File: src/rtl/rob_entry_allocator_pkg.sv
// Shared ROB sizing constants and dispatch-count type used by the allocator and the ROB.
package rob_entry_allocator_pkg;

  localparam int unsigned ROB_NUM = 64;
  localparam int unsigned ROB_SEL = 6;
  // Address 0 is reserved, so one physical entry is never usable.
  localparam int unsigned ROB_CAP = ROB_NUM - 1;

  typedef logic [1:0] dp_num_t;

endpackage

File: src/rtl/rob_entry_allocator_ptr_adv.sv
// Wrap-aware ROB pointer adder: p + n (n in 0..2), skipping address 0 on wrap.
module rob_ptr_adv #(
  parameter int unsigned ROB_SEL = 6,
  parameter int unsigned ROB_CAP = 63
) (
  input  logic [ROB_SEL-1:0] p,
  input  logic [1:0]         n,
  output logic [ROB_SEL-1:0] q
);

  logic [ROB_SEL:0] raw;

  always_comb begin
    raw = {1'b0, p} + (ROB_SEL+1)'(n);
    if (raw > (ROB_SEL+1)'(ROB_CAP)) begin
      q = ROB_SEL'(raw - (ROB_SEL+1)'(ROB_CAP));
    end else begin
      q = ROB_SEL'(raw);
    end
  end

endmodule

File: src/rtl/rob_entry_allocator.sv
// Dispatch-side ROB entry allocator: grants up to two consecutive entries per cycle,
// tracks the allocation pointer and free count, and rewinds on mispredict flush.
module rob_entry_allocator #(
  parameter int unsigned ROB_NUM = rob_entry_allocator_pkg::ROB_NUM,
  parameter int unsigned ROB_SEL = rob_entry_allocator_pkg::ROB_SEL
) (
  input  logic               clk_i,
  input  logic               reset_i,
  input  logic [1:0]         dp_req_num_i,
  input  logic               stall_dp_i,
  input  logic               prmiss_i,
  input  logic               comnum_i,
  input  logic [ROB_SEL-1:0] commit_ptr_i,
  output logic               dp1_o,
  output logic               dp2_o,
  output logic [ROB_SEL-1:0] dp1_addr_o,
  output logic [ROB_SEL-1:0] dp2_addr_o,
  output logic               alloc_stall_o,
  output logic [ROB_SEL-1:0] freenum_o,
  output logic [ROB_SEL-1:0] rrfptr_o
);

  import rob_entry_allocator_pkg::*;

  localparam int unsigned Cap = ROB_NUM - 1;

  logic [ROB_SEL-1:0] rrfptr_q, rrfptr_d;
  logic [ROB_SEL-1:0] freenum_q, freenum_d;
  logic [ROB_SEL-1:0] ptr_alloc, ptr_flush;
  logic               req_any, space_ok, grant;
  dp_num_t            alloc_num;

  assign req_any  = (dp_req_num_i != 2'd0);
  assign space_ok = (freenum_q >= ROB_SEL'(dp_req_num_i));
  assign grant    = req_any & ~stall_dp_i & ~prmiss_i & space_ok;

  assign alloc_num = grant ? dp_num_t'(dp_req_num_i) : dp_num_t'(2'd0);

  assign dp1_o         = grant;
  assign dp2_o         = grant & (dp_req_num_i == 2'd2);
  assign alloc_stall_o = req_any & ~space_ok;

  assign dp1_addr_o = rrfptr_q;
  assign freenum_o  = freenum_q;
  assign rrfptr_o   = rrfptr_q;

  rob_ptr_adv #(
    .ROB_SEL (ROB_SEL),
    .ROB_CAP (Cap)
  ) u_adv_dp2 (
    .p (rrfptr_q),
    .n (2'd1),
    .q (dp2_addr_o)
  );

  rob_ptr_adv #(
    .ROB_SEL (ROB_SEL),
    .ROB_CAP (Cap)
  ) u_adv_alloc (
    .p (rrfptr_q),
    .n (alloc_num),
    .q (ptr_alloc)
  );

  // Flush restarts allocation just past the last entry committed this cycle.
  rob_ptr_adv #(
    .ROB_SEL (ROB_SEL),
    .ROB_CAP (Cap)
  ) u_adv_flush (
    .p (commit_ptr_i),
    .n ({1'b0, comnum_i}),
    .q (ptr_flush)
  );

  always_comb begin
    rrfptr_d  = ptr_alloc;
    freenum_d = ROB_SEL'({1'b0, freenum_q} - (ROB_SEL+1)'(alloc_num)
                         + (ROB_SEL+1)'(comnum_i));
    if (prmiss_i) begin
      rrfptr_d  = ptr_flush;
      freenum_d = ROB_SEL'(Cap);
    end
  end

  always_ff @(posedge clk_i or posedge reset_i) begin
    if (reset_i) begin
      rrfptr_q  <= ROB_SEL'(1);
      freenum_q <= ROB_SEL'(Cap);
    end else begin
      rrfptr_q  <= rrfptr_d;
      freenum_q <= freenum_d;
    end
  end

  a_no_req3 : assert property (@(posedge clk_i) disable iff (reset_i)
    dp_req_num_i != 2'd3);

  a_no_commit_when_empty : assert property (@(posedge clk_i) disable iff (reset_i)
    !(comnum_i && (freenum_q == ROB_SEL'(Cap))));

endmodule
File: config.mk
export PLATFORM = sky130hd
export DESIGN_NAME = rob_entry_allocator
export DESIGN_NICKNAME = d
export VERILOG_FILES = /design/src/rtl/rob_entry_allocator_pkg.sv /design/src/rtl/rob_entry_allocator_ptr_adv.sv /design/src/rtl/rob_entry_allocator.sv
export SDC_FILE = /design/constraint.sdc
export NUM_CORES = 1
export LEC_CHECK = 0
export BUFFER_PORTS_ARGS = -buffer_cell sky130_fd_sc_hd__buf_4
export CAP_MARGIN = 25
export CORE_MARGIN = 4
export CORE_UTILIZATION = 45
export CTS_BUF_LIST = sky130_fd_sc_hd__clkbuf_8
export CTS_CLUSTER_DIAMETER = 120
export DETAILED_ROUTE_END_ITERATION = 8
export PLACE_DENSITY = 0.77
export SYNTH_ARGS = -nofsm -noshare
export SYNTH_HDL_FRONTEND = slang
export SYNTH_SLANG_ARGS = --single-unit
File: constraint.sdc
create_clock -name clk_i -period 4.9 [get_ports clk_i]
set_input_delay 0.245 -clock clk_i [delete_from_list [all_inputs] [get_ports clk_i]]
set_output_delay 0.245 -clock clk_i [all_outputs]
set_load 0.03 [all_outputs]
==> flow_summary.yaml, run 1 <==
place:
  place.detailed.instances: 222
  hpwlAfterDp_um: 2440
  routabilityCongestion: 0.791
  placement.io_buffers: 39
clock_tree:
  tritoncts: "done"
  post_cts_resize_count: 0
  cts_root_buf: "clkbuf_8"
  worst_skew_pair.late_latency_ns: 0.24
  ctsHtreeMaxLevel: 1
  cts_buffer_depth: 2
  numClockSinks: 12
  cts_hold_buf: 0
  tritoncts_buffers: 3
  setup_fix_bufs_post_cts: 0
  worst_setup_hold_path_clk_slew_ns: 0.06
worst_setup_path:
  timing.critical_path.arrival_ns: 3.77
  timing.critical_path.from_type: "register"
  worst-endpoint-required_ns: 5.02
  worst-path-max-fanout: 3
  critPathBufInv: 2
  worst_path_largest_cell_delay_ns: 0.53
  worst_setup_path_end_kind: "register"
  path_common_cell: "ha_1"
  critical-path-top-delay-family: "adder cells"
  timing_worst_setup_path_type: "register to register"
  critPathSlowestCell: "dfstp_2"
  crit_path_cell_trace: "inv_1, ha_1, inv_1, a21boi_0, o21ai_0, a311oi_1, and2_1, ha_1, fa_1, ha_1, nand3b_1, or4_4, a211oi_2, a211oi_1"
sta:
  hold_violations: 0
  setup_violations: 0
  fin_max_slew_vios: 0
  layout_worst_path_cycle_share: 0.745
  worst_slew_pin_slew_ns: 0.572
  final.setup_skew_ns: 0.00629
  max_freq_mhz: 274
  timing.setup.tns_ns: 0
  layout_min_cycle_time_ns: 3.65
  hold_slack_ns: 0.0132
  rsz0062_at_grt: "no"
  slew-limit-headroom: 0.615
floorplanning:
  core_area_um2: 2850
  placement_rows: 19
  starting_density_of_the_core: 0.489
  dieWidth_um: 63.7
  chipHeight_um: 63.7
  io_pins: 40
  fp.dieArea_um2: 4050
synth:
  ys.flop_type: "dfstp_2"
  synth.yosys.warnings: 0
  post_synth.cell_area_avg_um2: 8.60
  yosys.area.top_type_share: 0.180
  post_synth_edffs: 0
  syn_area_um2: 1390
  post_synth_num_cell_types: 44
  synth_seq_area_share: 0.222
  async_reset_ff_frac: 1.00
  synth_top_cell_by_area: "ha_1"
  synth_nets: 197
  ranking_of_synthesized_cells_by_area: "ha_1, dfstp_2, dfrtp_1"
  synth.ff_latch_count: 12
  postSynthCellCount: 162
detailed_routing:
  drt_pre_antenna_iters: 4
  postRouteAntennaNets: 0
  wl_per_cell_um: 13.0
  vias: 1196
  detail_route.vias_per_cell: 5.29
  route.final.wire_length_um: 2940
  drcViolationCount: 0
  drc_violation_total_after_the_first_tritonroute_iteration: 61
finish:
  num_antenna_cells: 0
  drive_gt1_frac: 0.287
  layout.cells.most_common_list: "buf_4, ha_1, inv_1"
  final_net_count: 231
  num-fill-cells: 255
  layout_commonest_cell: "buf_4"
  final_core_util: 0.601
  finish.cell_count_without_fillers: 226
  area_delta_synth_final_pct: 23.1
global_routing:
  first_global_vias: 1168
  grt_overflow_total: 0
  initial_antenna_violation_count: 0
  wire_length_of_the_first_global_routing_pass_um: 5060
  grt_start_max_net_pins: 18
  global_route.usage.total: 0.154
power:
  peak_supply_drop_mv: 0.292
  p_per_area_nw_per_um2: 413
  leakage_nw: 0.841
  fin_total_pwr_mw: 0.709
run:
  cap_viol_max_count: 0
worst_hold_path:
  worst_hold_path_type: "input port to async pin"
outcome:
  run_status: "completed"
[synth_stat cells (3+ instances only)]
library cell and number:
nand2b_1 6, nor2_1 12, nand3_1 5, nor2b_1 3
buf_4 7, dfrtp_1 5, a21oi_1 8, a31oi_1 3
xnor2_1 11, nand2_1 7, a21o_1 3, xor2_1 6
o21ai_0 3, ha_1 20, dfstp_2 7, inv_1 16
[sequential cells by signal, indices dropped and copies added (netlist names)]
register / flops
dp1_addr_o: 6
freenum_o: 6
[power by group]
part / switching (mW) / internal, mW / total [mW]
Sequential: 0.0324 / 0.137 / 0.169
Clock: 0.0387 / 0.0711 / 0.110
Combinational: 0.248 / 0.182 / 0.430
[cell families after synthesis]
kind of cell,after synthesis,synth area share
buffers and inverters,26,0.0898
AOI/OAI and AO/OA,31,0.151
adders and majority gates,22,0.208
xor gates and xnor gates,17,0.107
DFF,12,0.222
and+or+nand+nor,52,0.208
muxes,2,0.0144
[worst reg2reg max path: stages (launching register included)]
cell and delay, ns:
dfstp_2 0.53, inv_1 0.06, ha_1 0.27, inv_1 0.03
a21boi_0 0.13, o21ai_0 0.12, a311oi_1 0.38, and2_1 0.21
ha_1 0.18, fa_1 0.46, ha_1 0.23, nand3b_1 0.16
or4_4 0.50, a211oi_2 0.19, a211oi_1 0.07
[final timing paths]
check                      depth (start not counted)         start             to  slack [ns]
max                                               14  freenum_o[0]  dp1_addr_o[1]        1.25
min                                                2       reset_i  dp1_addr_o[1]        0.01
max reg2reg                                       14  freenum_o[0]  dp1_addr_o[1]        1.25
min reg2reg                                        4  freenum_o[5]   freenum_o[5]        0.70
max in group asynchronous                          2       reset_i  dp1_addr_o[0]        4.54
min in group clk_i                                 2      prmiss_i  dp1_addr_o[0]        0.30
[routing by layer]
layer / track usage / up-vias / share of wire
met5: 0 / - / 0
met4: 0.0728 / 0 / 0.020
met3: 0.0195 / 5 / 0.043
met2: 0.258 / 34 / 0.48
met1: 0.193 / 538 / 0.46
li1: - / 619 / -
[metrics by stage]
| step | setup slack (ns) | cell area (um2) |
|---|---|---|
| after floorplan | 1.32 | 1390 |
| after global placement | 1.35 | 1660 |
| after global routing | 1.01 | 1720 |
| final | 1.25 | 1720 |
| after detailed placement | 1.25 | 1660 |
| after CTS | 1.23 | 1720 |
[final cells by class]
type                       instances  area [um2]  share of cell area
clock buffer                       4        55.1              0.0321
inverter                          16        60.1              0.0350
multi-input combinational        124         960               0.559
sequential                        12         309               0.180
tap                               31        38.8              0.0226
timing repair buffer              39         293               0.171
No activity file was read; power rests on OpenSTA's default activity.
==> inputs of run 2 (changes only) <==
--- a/config.mk
+++ b/config.mk
@@ -5,6 +5,7 @@
 export SDC_FILE = /design/constraint.sdc
 export NUM_CORES = 1
 export LEC_CHECK = 0
+export ABC_AREA = 1
 export BUFFER_PORTS_ARGS = -buffer_cell sky130_fd_sc_hd__buf_4
 export CAP_MARGIN = 25
 export CORE_MARGIN = 4
@@ -12,7 +13,7 @@
 export CTS_BUF_LIST = sky130_fd_sc_hd__clkbuf_8
 export CTS_CLUSTER_DIAMETER = 120
 export DETAILED_ROUTE_END_ITERATION = 8
-export PLACE_DENSITY = 0.77
+export PLACE_DENSITY = 0.78
 export SYNTH_ARGS = -nofsm -noshare
 export SYNTH_HDL_FRONTEND = slang
 export SYNTH_SLANG_ARGS = --single-unit
==> constraint.sdc (replaced) <==
create_clock -name clk_i -period 2.9 [get_ports clk_i]
set_input_delay 0.145 -clock clk_i [delete_from_list [all_inputs] [get_ports clk_i]]
set_output_delay 0.145 -clock clk_i [all_outputs]
set_load 0.03 [all_outputs]
==> flow_summary.yaml, run 2 <==
synth:
  syn_area_um2: 1560
  post_synth.cell_area_avg_um2: 6.65
  async_reset_ff_frac: 1.00
  synth_seq_area_share: 0.199
  synth.ff_latch_count: 12
  ranking_of_synthesized_cells_by_area: "ha_1, nand2_1, dfstp_2"
  yosys.area.top_type_share: 0.161
  post_synth_edffs: 0
  ys.flop_type: "dfstp_2"
  post_synth_most_frequent_cells: "nand2_1, inv_1, nand3_1"
  postSynthCellCount: 234
  synth.yosys.warnings: 0
  synth_top_cell_by_area: "ha_1"
  synth_most_common_cell: "nand2_1"
  post_synth_num_cell_types: 29
  synth_nets: 269
floorplanning:
  placement_rows: 21
  starting_density_of_the_core: 0.466
  core_area_um2: 3340
  io_pins: 40
  chipHeight_um: 66.8
  dieWidth_um: 66.8
  fp.dieArea_um2: 4460
detailed_routing:
  drcViolationCount: 0
  drc_violation_total_after_the_first_tritonroute_iteration: 39
  postRouteAntennaNets: 0
  vias: 1609
  detail_route.vias_per_cell: 4.83
  route.final.wire_length_um: 3850
  drt_pre_antenna_iters: 4
  wl_per_cell_um: 11.6
worst_setup_path:
  timing.critical_path.arrival_ns: 3.22
  r2r-start: "freenum_o[1]"
  timing.critical_path.from_type: "register"
  crit_path_cell_trace: "ha_4, a21boi_2, o21ai_1, nand3_1, nand4_1, buf_4, nor2_4, buf_6, fa_2, buf_6, nand2_2, nor2_2, nand3_1, nor2_1, nand2_2, nand2_2, nand2_1, nand3_1, nand2_1"
  timing.reg2reg.setup_slack_ns: -0.17
  critPathSlowestCell: "fa_2"
  worst-endpoint-required_ns: 3.04
  worst_path_largest_cell_delay_ns: 0.56
  timing_worst_setup_path_type: "register to register"
  startpoint: "freenum_o[1]"
  worst-path-max-fanout: 5
  worst_setup_path_end_kind: "register"
clock_tree:
  worst_setup_hold_path_clk_slew_ns: 0.06
  tritoncts_buffers: 3
  numClockSinks: 12
  cts_root_buf: "clkbuf_8"
  tritoncts: "done"
  worst_skew_pair.late_latency_ns: 0.25
  cts_buffer_depth: 2
  ctsHtreeMaxLevel: 1
sta:
  hold_slack_ns: 0.164
  worst_slew_pin_slew_ns: 0.473
  layout_min_cycle_time_ns: 3.07
  slew-limit-headroom: 0.682
  max_freq_mhz: 325
  setup_violations: 7
  rsz0062_at_grt: "yes"
  hold_violations: 0
  fin_max_slew_vios: 0
  layout_worst_path_cycle_share: 1.06
  postLayoutSetupSlackWorst_ns: -0.175
  final.setup_skew_ns: 0.000993
outcome:
  run_status: "finished, violations left"
  failing_checks: "negative setup slack"
worst_hold_path:
  worst_hold_path_type: "input port to register"
  worstHoldStart: "prmiss_i"
finish:
  drive_gt1_frac: 0.390
  final_net_count: 323
  layout.cells.most_common_list: "nand2_1, buf_4, inv_1"
  area_delta_synth_final_pct: 43.0
  layout_commonest_cell: "nand2_1"
  finish.cell_count_without_fillers: 333
  num_antenna_cells: 0
global_routing:
  grt_overflow_total: 0
  initial_antenna_violation_count: 0
  grt_start_max_net_pins: 14
  wire_length_of_the_first_global_routing_pass_um: 5820
  global_route.usage.total: 0.169
  first_global_vias: 1414
place:
  hpwlAfterDp_um: 2850
  placement.io_buffers: 39
  place.detailed.instances: 322
  routabilityCongestion: 0.795
power:
  peak_supply_drop_mv: 0.435
  p_per_area_nw_per_um2: 598
  leakage_nw: 1.19
run:
  cap_viol_max_count: 0
run 2: cell count changes in the layout (fill, tap and decap cells not counted), moves of 8 or more:
cell	previous run	this run
buf_4	39	54
ha_1	20	11
ha_4	0	8
inv_1	16	41
nand2_1	7	55
nand3_1	5	33
xnor2_1	11	0
run 2: kinds of logic after synthesis:
| kind of cell | share of synthesized area |
|---|---|
| AND/OR/NAND/NOR | 0.356 |
| XOR/XNOR | 0.0434 |
| adder cells (fa/ha/maj) | 0.187 |
| buffers and inverters | 0.152 |
| AO/OA/AOI/OAI | 0.0628 |
| flip-flops | 0.199 |
run 2: final timing paths:
| check | end | cells past startpoint |
|---|---|---|
| min | dp1_addr_o[5] | 2 |
| min reg2reg | freenum_o[5] | 5 |
| max in group asynchronous | freenum_o[1] | 3 |
| min in group asynchronous | dp1_addr_o[1] | 3 |
| max | dp1_addr_o[1] | 19 |
| max reg2reg | dp1_addr_o[1] | 19 |
run 2: metrics by stage:
stage,area (um2),util,setup TNS [ns],total power [mW],setup slack (ns)
floorplan,1580,-,-0.166,0.786,-0.0837
global placement,1950,0.585,-0.0547,0.970,-0.0348
detailed placement,1950,0.585,-0.473,0.987,-0.140
CTS,2070,0.621,-0.366,1.21,-0.124
global route,2220,0.667,-1.83,1.44,-0.347
finish,2220,0.667,-0.653,1.33,-0.175
run 2: worst max-delay path, delay by kind of cell, from the launching register on:
| family | cells | cell delay (ns) |
|---|---|---|
| buf+inv | 3 | 0.37 |
| compound gates | 2 | 0.28 |
| flops | 1 | 0.55 |
| fa+ha+maj | 2 | 0.75 |
| simple gates | 12 | 1.00 |
run 2: area by class of cell:
type | count | area (um2)
Multi-Input combinational cell | 167 | 1190
Fill cell | 278 | 1110
Timing Repair Buffer | 57 | 438
Sequential cell | 12 | 309
Inverter | 47 | 179
Tap cell | 46 | 57.6
Clock buffer | 4 | 55.1
run 2: routing by layer:
| metal | vias to the layer above | wire [um] | GRT usage |
|---|---|---|---|
| li1 | 837 | - | - |
| met4 | 0 | 69 | 0.0838 |
| met2 | 37 | 1810 | 0.281 |
| met5 | - | 0 | 0 |
| met1 | 730 | 1790 | 0.219 |
| met3 | 5 | 182 | 0.0101 |
run 2: power breakdown:
| part | internal, mW | switching (mW) | total [mW] |
|---|---|---|---|
| logic | 0.364 | 0.493 | 0.857 |
| registers | 0.228 | 0.0518 | 0.280 |
| clock network | 0.121 | 0.0734 | 0.194 |
run 2: timing repair:
item,in CTS,in global routing
setup buffers,4,2
setup endpoints to repair,7,9
gates resized for setup,8,28
cloned,0,0
pin swaps,21,22
endpoints found under the hold margin,5,0
hold buffers,1,0
==> inputs of run 3 (changes only) <==
--- a/config.mk
+++ b/config.mk
@@ -13,7 +13,9 @@
 export CTS_BUF_LIST = sky130_fd_sc_hd__clkbuf_8
 export CTS_CLUSTER_DIAMETER = 120
 export DETAILED_ROUTE_END_ITERATION = 8
+export GPL_TIMING_DRIVEN = 0
 export PLACE_DENSITY = 0.78
 export SYNTH_ARGS = -nofsm -noshare
 export SYNTH_HDL_FRONTEND = slang
 export SYNTH_SLANG_ARGS = --single-unit
+export TNS_END_PERCENT = 30
==> flow_summary.yaml, run 3 (synthesis gave the netlist of run 2 again) <==
floorplanning:
  io_pins: 40
  core_area_um2: 3340
  dieWidth_um: 66.8
  fp.dieArea_um2: 4460
  placement_rows: 21
  starting_density_of_the_core: 0.466
  chipHeight_um: 66.8
clock_tree:
  tritoncts: "done"
  ctsHtreeMaxLevel: 1
  worst_skew_pair.late_latency_ns: 0.25
  cts_buffer_depth: 2
  worst_setup_hold_path_clk_slew_ns: 0.06
  cts_root_buf: "clkbuf_8"
  numClockSinks: 12
  tritoncts_buffers: 3
global_routing:
  initial_antenna_violation_count: 0
  grt_start_max_net_pins: 13
  grt_use_met3: 0.0118
  global_route.usage.total: 0.167
  grt_util_met1: 0.215
  met2_usage: 0.283
  grt_overflow_total: 0
  most_utilized_layer_in_the_global_route_result: "met2"
  wire_length_of_the_first_global_routing_pass_um: 5860
  first_global_vias: 1421
run:
  cap_viol_max_count: 0
detailed_routing:
  postRouteAntennaNets: 0
  drt_pre_antenna_iters: 4
  vias: 1522
  detail_route.vias_per_cell: 4.63
  route.final.wire_length_um: 3370
  wl_per_cell_um: 10.3
  drcViolationCount: 0
  drc_violation_total_after_the_first_tritonroute_iteration: 43
finish:
  final_net_count: 319
  drive_gt1_frac: 0.314
  layout.cells.most_common_list: "nand2_1, buf_4, inv_1"
  layout_commonest_cell: "nand2_1"
  finish.cell_count_without_fillers: 329
  area_delta_synth_final_pct: 31.8
  final_core_util: 0.614
  post_route_design_area_um2: 2050
  num_antenna_cells: 0
sta:
  layout_worst_path_cycle_share: 1.08
  worst_slew_pin_slew_ns: 0.457
  hold_violations: 0
  slew-limit-headroom: 0.695
  layout_min_cycle_time_ns: 3.13
  timing.setup.tns_ns: -1.11
  setup_violations: 8
  hold_slack_ns: 0.108
  max_freq_mhz: 319
  postLayoutSetupSlackWorst_ns: -0.234
  fin_max_slew_vios: 0
  rsz0062_at_grt: "yes"
  final.setup_skew_ns: 0.000771
power:
  fin_total_pwr_mw: 1.20
  leakage_nw: 1.16
  p_per_area_nw_per_um2: 585
  peak_supply_drop_mv: 0.269
worst_setup_path:
  timing_worst_setup_path_type: "register to register"
  timing.critical_path.arrival_ns: 3.27
  crit_path_cell_trace: "inv_2, ha_4, inv_2, a21boi_1, o21ai_1, nand3_1, nand4_1, nor2_2, ha_2, fa_1, ha_2, nand3_2, nor2_1, nor2_1, nand2_2, nand2_2, nand2_1, nand3_1, nand2_1"
  critPathSlowestCell: "dfstp_2"
  worst_path_largest_cell_delay_ns: 0.54
  worst-path-max-fanout: 5
  worst-endpoint-required_ns: 3.03
  worst_setup_path_end_kind: "register"
  timing.critical_path.from_type: "register"
place:
  placement.io_buffers: 39
  place.detailed.instances: 319
  place_area_um2: 1910
  hpwlAfterDp_um: 2730
  detailedPlace.worstSlack_ns: -0.267
  routabilityCongestion: 0.809
worst_hold_path:
  worst_hold_path_type: "input port to register"
outcome:
  run_status: "finished, violations left"
  failing_checks: "negative setup slack"
[run 3: path summary, 6_finish.rpt]
path,cells past startpoint,slack [ns],end,startpoint
hold / removal,2,0.11,freenum_o[0],prmiss_i
setup reg to reg,19,-0.23,dp1_addr_o[1],freenum_o[0]
setup / recovery,19,-0.23,dp1_addr_o[1],freenum_o[0]
min in group asynchronous,3,0.47,dp1_addr_o[1],reset_i
hold reg to reg,5,0.67,freenum_o[5],freenum_o[5]
max in group asynchronous,3,2.10,dp1_addr_o[0],reset_i
[run 3: critical path, delay by kind of cell (launching register included)]
kind                     cells  cell delay (ns)
flip-flops                   1             0.54
buffers and inverters        2             0.08
AND/OR/NAND/NOR             11             1.08
adder cells (fa/ha/maj)      4             1.13
AO/OA/AOI/OAI                2             0.21
[run 3: what timing repair did]
| item | in CTS | in global routing |
|---|---|---|
| pin swaps | 14 | 1 |
| buffers inserted | 5 | 0 |
| hold buffers | 1 | 0 |
| resized for setup | 8 | 3 |
| endpoints found under the hold margin | 5 | 0 |
| endpoints found under the setup margin | 8 | 9 |
[run 3: final cells by class]
class,instances,area (um2)
inverters,47,176
clock buffers,4,55.1
repair buffers,45,340
flip-flops and latches,12,309
fillers,314,1290
multi-input cells,167,1050
plain buffers,8,60.1
well taps,46,57.6
[run 3: routing by layer]
metal	up-vias	routed length [um]	share of wire
li1	828	-	-
met1	655	1580	0.47
met2	34	1560	0.46
met3	5	162	0.048
met4	0	70	0.021
met5	-	0	0
[run 3: where the power goes]
part | internal (mW) | leakage, nW | switching [mW]
logic | 0.300 | 0.994 | 0.440
clock network | 0.120 | 0.0288 | 0.0674
registers | 0.228 | 0.134 | 0.0425
